==> src/rtl/riscv_pkg.sv <==
// Shared core types: ALU operation encoding, datapath width and
// the state encoding of the shared-ALU arbiter.
package riscv_pkg;

    localparam int XLEN = 32;
    localparam int OPW  = 4;

    typedef enum logic [OPW-1:0] {
        ALU_ADD  = 4'd0,
        ALU_SUB  = 4'd1,
        ALU_SLL  = 4'd2,
        ALU_SLT  = 4'd3,
        ALU_SLTU = 4'd4,
        ALU_XOR  = 4'd5,
        ALU_SRL  = 4'd6,
        ALU_SRA  = 4'd7,
        ALU_OR   = 4'd8,
        ALU_AND  = 4'd9
    } alu_op_e;

    typedef enum logic [1:0] {
        ARB_IDLE = 2'd0,
        ARB_EXEC = 2'd1,
        ARB_RESP = 2'd2
    } arb_state_e;

endpackage

==> src/rtl/alu.sv <==
// Combinational integer ALU shared by the core; undefined
// operation encodings produce zero.
module alu
    import riscv_pkg::*;
(
    input  logic [XLEN-1:0] a_i,
    input  logic [XLEN-1:0] b_i,
    input  alu_op_e         op_i,
    output logic [XLEN-1:0] res_o
);

    localparam int SHW = $clog2(XLEN);

    logic [SHW-1:0]         w_shamt;
    logic signed [XLEN-1:0] w_sra;
    logic                   w_lt;
    logic                   w_ltu;

    assign w_shamt = b_i[SHW-1:0];
    assign w_sra   = $signed(a_i) >>> w_shamt;
    assign w_lt    = $signed(a_i) < $signed(b_i);
    assign w_ltu   = a_i < b_i;

    always_comb begin
        res_o = '0;
        case (op_i)
            ALU_ADD:  res_o = a_i + b_i;
            ALU_SUB:  res_o = a_i - b_i;
            ALU_SLL:  res_o = a_i << w_shamt;
            ALU_SLT:  res_o = {{(XLEN-1){1'b0}}, w_lt};
            ALU_SLTU: res_o = {{(XLEN-1){1'b0}}, w_ltu};
            ALU_XOR:  res_o = a_i ^ b_i;
            ALU_SRL:  res_o = a_i >> w_shamt;
            ALU_SRA:  res_o = w_sra;
            ALU_OR:   res_o = a_i | b_i;
            ALU_AND:  res_o = a_i & b_i;
            default:  res_o = '0;
        endcase
    end

endmodule

==> src/rtl/alu_arbiter.sv <==
// Round-robin arbiter sharing one ALU between NREQ requesters;
// one operation in flight, result held until its owner consumes it.
module alu_arbiter
    import riscv_pkg::*;
#(
    parameter int NREQ = 3,
    parameter int IDW  = $clog2(NREQ)
) (
    input  logic                 clk_i,
    input  logic                 rst_i,
    input  logic [NREQ-1:0]      req_valid_i,
    output logic [NREQ-1:0]      req_ready_o,
    input  logic [NREQ*XLEN-1:0] req_a_i,
    input  logic [NREQ*XLEN-1:0] req_b_i,
    input  logic [NREQ*OPW-1:0]  req_op_i,
    output logic [NREQ-1:0]      rsp_valid_o,
    input  logic [NREQ-1:0]      rsp_ready_i,
    output logic [XLEN-1:0]      rsp_result_o,
    output logic                 busy_o
);

    arb_state_e      r_state;
    logic [IDW-1:0]  r_last;
    logic [IDW-1:0]  r_id;
    logic [XLEN-1:0] r_a;
    logic [XLEN-1:0] r_b;
    logic [OPW-1:0]  r_op;
    logic [XLEN-1:0] r_result;
    logic [NREQ-1:0] r_rsp_valid;

    logic            w_gnt_any;
    logic [IDW-1:0]  w_gnt_id;
    logic            w_hs;
    logic [XLEN-1:0] w_alu_res;

    // Search starts just after the last granted requester.
    always_comb begin
        w_gnt_any = 1'b0;
        w_gnt_id  = '0;
        for (int i = 1; i <= NREQ; i++) begin
            if (!w_gnt_any && req_valid_i[(int'(r_last) + i) % NREQ]) begin
                w_gnt_any = 1'b1;
                w_gnt_id  = IDW'((int'(r_last) + i) % NREQ);
            end
        end
    end

    assign w_hs = (r_state == ARB_IDLE) && w_gnt_any;

    always_comb begin
        req_ready_o = '0;
        if (w_hs)
            req_ready_o[w_gnt_id] = 1'b1;
    end

    alu u_alu (
        .a_i   (r_a),
        .b_i   (r_b),
        .op_i  (alu_op_e'(r_op)),
        .res_o (w_alu_res)
    );

    always_ff @(posedge clk_i or posedge rst_i) begin
        if (rst_i) begin
            r_state     <= ARB_IDLE;
            r_last      <= IDW'(NREQ - 1);
            r_id        <= '0;
            r_a         <= '0;
            r_b         <= '0;
            r_op        <= '0;
            r_result    <= '0;
            r_rsp_valid <= '0;
        end else begin
            unique case (r_state)
                ARB_IDLE: begin
                    if (w_hs) begin
                        r_a     <= req_a_i[w_gnt_id*XLEN +: XLEN];
                        r_b     <= req_b_i[w_gnt_id*XLEN +: XLEN];
                        r_op    <= req_op_i[w_gnt_id*OPW +: OPW];
                        r_id    <= w_gnt_id;
                        r_last  <= w_gnt_id;
                        r_state <= ARB_EXEC;
                    end
                end
                ARB_EXEC: begin
                    r_result          <= w_alu_res;
                    r_rsp_valid[r_id] <= 1'b1;
                    r_state           <= ARB_RESP;
                end
                ARB_RESP: begin
                    if (rsp_ready_i[r_id]) begin
                        r_rsp_valid <= '0;
                        r_state     <= ARB_IDLE;
                    end
                end
                default: r_state <= ARB_IDLE;
            endcase
        end
    end

    assign rsp_valid_o  = r_rsp_valid;
    assign rsp_result_o = r_result;
    assign busy_o       = (r_state != ARB_IDLE);

endmodule

==> config.mk <==
export PLATFORM = sky130hd
export DESIGN_NAME = alu_arbiter
export DESIGN_NICKNAME = d
export VERILOG_FILES = /design/src/rtl/riscv_pkg.sv /design/src/rtl/alu.sv /design/src/rtl/alu_arbiter.sv
export SDC_FILE = /design/constraint.sdc
export NUM_CORES = 1
export LEC_CHECK = 0
export CAP_MARGIN = 20
export CORE_MARGIN = 5
export CORE_UTILIZATION = 50
export DETAILED_ROUTE_END_ITERATION = 6
export GPL_TIMING_DRIVEN = 0
export PLACE_DENSITY = 0.8
export SYNTH_ARGS = -nofsm -noshare
export SYNTH_HDL_FRONTEND = slang
export SYNTH_HIERARCHICAL = 1
export SYNTH_SLANG_ARGS = --single-unit
==> constraint.sdc <==
create_clock -name clk_i -period 3.6 [get_ports clk_i]
set_clock_uncertainty 0.05 [all_clocks]
set_input_delay 0.72 -clock clk_i [delete_from_list [all_inputs] [get_ports clk_i]]
set_output_delay 0.72 -clock clk_i [all_outputs]
set_load 0.01 [all_outputs]
==> run_results.csv <==
group,metric,value,unit
floorplan,coreArea,27630,µm²
timing,fin_crit_sh,101.1,%
clock_tree,cts_inserted_buffers,9,
global_route,first_global_vias,16810,
synthesis,synth_edf_count,0,
timing,fin_crit,3638,ps
clock_tree,cts_root_buf,"clkbuf_16",
synthesis,synth.area.top_cells,"dfrtp_1, mux4_2, ha_1, nand2_1, mux2i_1",
worst_setup_path,crit_cells,14,
clock_tree,clock_sinks,108,
synthesis,avgSynthCellArea,7.906,µm²
timing,fmax,274.9,MHz
place,gp_congestion,1.131,
synthesis,syn_inst,1762,
hold_path,hp-class,"reg2reg",
status,failed_checks,"design-rule violations, negative setup slack",
synthesis,ys_warn_count,6,
timing,rsz0062_at_grt,"true",
worst_setup_path,cp_slowest_cell,"dfrtp_4",
floorplan,initial_core_util,50.42,%
worst_setup_path,critPathRequiredTime,3810,ps
run,maxCapViolCount,0,
clock_tree,clk_latency,380,ps
place,dp_hpwl,53250,µm
hold_path,worstHoldPathCells,2,
synthesis,synth_top_area_share,19.22,%
clock_tree,cts.path.max_buffers,2,
worst_setup_path,reg2regPathDepth,14,
timing,max_slew.worst_pin.slew,1008,ps
floorplan,rows,61,
synthesis,ys_async_sr_fraction,100.0,%
clock_tree,cts-htree-levels,3,
synthesis,synthFlopType,"dfrtp_1",
synthesis,synth.net_count,2079,
global_route,overflow,0,
cells_and_area,final_core_util,67.68,%
clock_tree,cts_tree,"done",
timing,slew_viol_final,0,
timing,maxSlewHeadroom,32.80,%
synthesis,netlist_area,13930,µm²
timing,hold_viol_final,0,
hold_path,worstHoldStart,"rsp_result_o[6]",
worst_setup_path,end_kind,"flip-flop",
worst_setup_path,crit_fanout,5,
place,pre_cts_ws,-1833,ps
status,status,"finished, violations left",
synthesis,seq_area_frac_synth,19.41,%
floorplan,dieHeight,176.9,µm
global_route,antenna_found_initial,7,
drt,drtAntennaViolNets,0,
worst_setup_path,crit_path_start_kind,"flip-flop",
drt,via_count,17280,
worst_setup_path,reg2reg_from,"r_a[13]",
place,numPortBuffers,250,
global_route,grtUsageTotal,44.75,%
floorplan,die_area,31300,µm²
cells_and_area,drive_gt1_share,17.09,%
global_route,grt_first_pass_wirelength,105100,µm
synthesis,netlist.top_cell.by_area,"dfrtp_1",
clock_tree,cts_hold_buf,0,
drt,viasPerCell,6.959,
drt,drtIter0Drc,2863,
drt,post_drt_wl_per_cell,29.52,µm
drt,drt_wl_total,73300,µm
synthesis,netlist-cell-type-count,80,
timing,setup_ws,-38.26,ps
cells_and_area,fin_nets,2413,
drt,remaining_drc_errors,29,
floorplan,die_w,176.9,µm
worst_setup_path,cp_slowest_stage_delay,530,ps
timing,setup_viol,6,
worst_setup_path,arrival,3850,ps
worst_setup_path,regToRegSetupSlack,-40,ps
synthesis,synth_seq_cells,108,
worst_setup_path,worst-path-buf-inv,3,
global_route,grt_max_degree,45,
drt,firstDrtPassIters,7,
worst_setup_path,setup.worst_path.start,"r_a[13]",
floorplan,boundaryPins,251,
cells_and_area,syn2layout_area_growth,34.24,%
worst_setup_path,crit_type,"reg2reg",
worst_setup_path,path_cells,"buf_4, buf_4, ha_1, o311ai_4, a2111oi_4, o21ai_4, a311oi_4, a2111oi_4, or2_4, buf_6, o21ai_4, o2111ai_4, nand2_1, nand2_1",
worst_setup_path,path_delay_family,"compound AO/OA/AOI/OAI gates",
clock_tree,clkTransAtPathRegs,90,ps
[layout make-up]
type	instances	area, µm²
Antenna cell	4	10.01
Fill cell	2244	8930
Sequential cell	108	2761
Clock buffer	10	229.0
Clock inverter	6	61.31
Multi-Input combinational cell	1410	10780
Buffer	126	733.2
Timing Repair Buffer	336	3233
Tap cell	378	473.0
Inverter	105	422.9
[metal layers]
metal | track usage [%] | vias up | part of all wire, %
met2 | 64.71 | 1579 | 41
met4 | 29.88 | 12 | 9.0
met3 | 19.12 | 441 | 15
li1 | - | 7133 | -
met1 | 53.98 | 8113 | 35
met5 | 1.122 | - | 0.27
[worst register-to-register path, delay by kind of cell, from the launching register on]
kind,cells,cell delay (ps)
AOI/OAI and AO/OA,7,1640
DFF,1,530
and+or+nand+nor,3,470
buffers and inverters,3,460
adders and majority gates,1,370
[sequential cells by signal, indices dropped and copies added, names as in the netlist]
name          cells
r_state           2
r_id              1
r_a              32
rsp_result_o     32
r_op              4
r_last            2
r_b              32
rsp_valid_o       3
[synthesized netlist by cell type, types with 16 or more instances]
cell type    n
nand2_1    308
nor2_1     150
dfrtp_1    107
a21oi_1    103
ha_1       103
inv_1      103
mux2i_1     99
o21ai_0     99
clkbuf_1    80
o221ai_1    70
mux4_2      59
nor3_1      34
buf_2       31
a211oi_1    24
nand3_1     24
a21o_1      21
o22ai_1     20
xnor2_1     20
o21bai_1    19
a221oi_1    18
o211ai_1    16
or3_1       16
[metrics by stage]
stage / area (µm²) / instances / TNS [ps] / hold slack [ps]
6_report: 18700 / 2483 / -130.7 / 428.4
4_1_cts: 18010 / 2449 / 0 / 432.9
2_1_floorplan: 13940 / 1762 / -12.15 / 404.0
3_5_place_dp: 16970 / 2395 / -28510 / 411.8
5_1_grt: 18690 / 2480 / -202.2 / 456.3
3_3_place_gp: 16910 / 2390 / -29030 / 407.3
[what timing repair did]
| item | in CTS | in global routing |
|---|---|---|
| pin swaps | 17 | 27 |
| gates cloned | 1 | 0 |
| buffers inserted | 42 | 39 |
| resized for setup | 131 | 102 |
| setup endpoints to repair | 31 | 29 |
[worst paths after layout]
| check | end |
|---|---|
| min in group asynchronous | r_a[31] |
| worst min register to register | rsp_result_o[6] |
| worst min-delay path | rsp_result_o[6] |
| max in group asynchronous | r_b[7] |
| worst max register to register | rsp_result_o[0] |
| worst max-delay path | rsp_result_o[0] |
[logic make-up (layout without fill, tap and decap cells)]
group	Yosys count	count (layout)	share of synthesized area, %
flip-flops	108	108	19.41
AO/OA/AOI/OAI	519	519	26.53
buffers and inverters	244	583	7.518
multiplexers	163	163	17.08
XOR/XNOR	21	21	1.320
adder cells (fa/ha/maj)	105	105	9.539
other	0	4	0
AND/OR/NAND/NOR	602	602	18.59
[placed cells by master, fill, tap and decap left out, types with 11 or more instances in the layout]
master and instances:
a211oi_1 23, a21o_1 21, a21oi_1 97, a221oi_1 17, a22oi_1 11, buf_2 20, buf_4 83, buf_6 17
clkbuf_1 66, clkbuf_16 11, clkdlybuf4s50_1 247, dfrtp_1 75, dfrtp_2 25, ha_1 87, ha_4 11, inv_1 90
mux2i_1 96, mux4_2 59, nand2_1 308, nand2b_1 14, nand3_1 24, nor2_1 148, nor3_1 33, o211ai_1 16
o21a_1 15, o21ai_0 87, o21bai_1 18, o221ai_1 70, o22ai_1 19, or3_1 14, xnor2_1 20
Power is not shown: default switching activity piles up to over one toggle a cycle in this logic, so the estimate is an artifact.
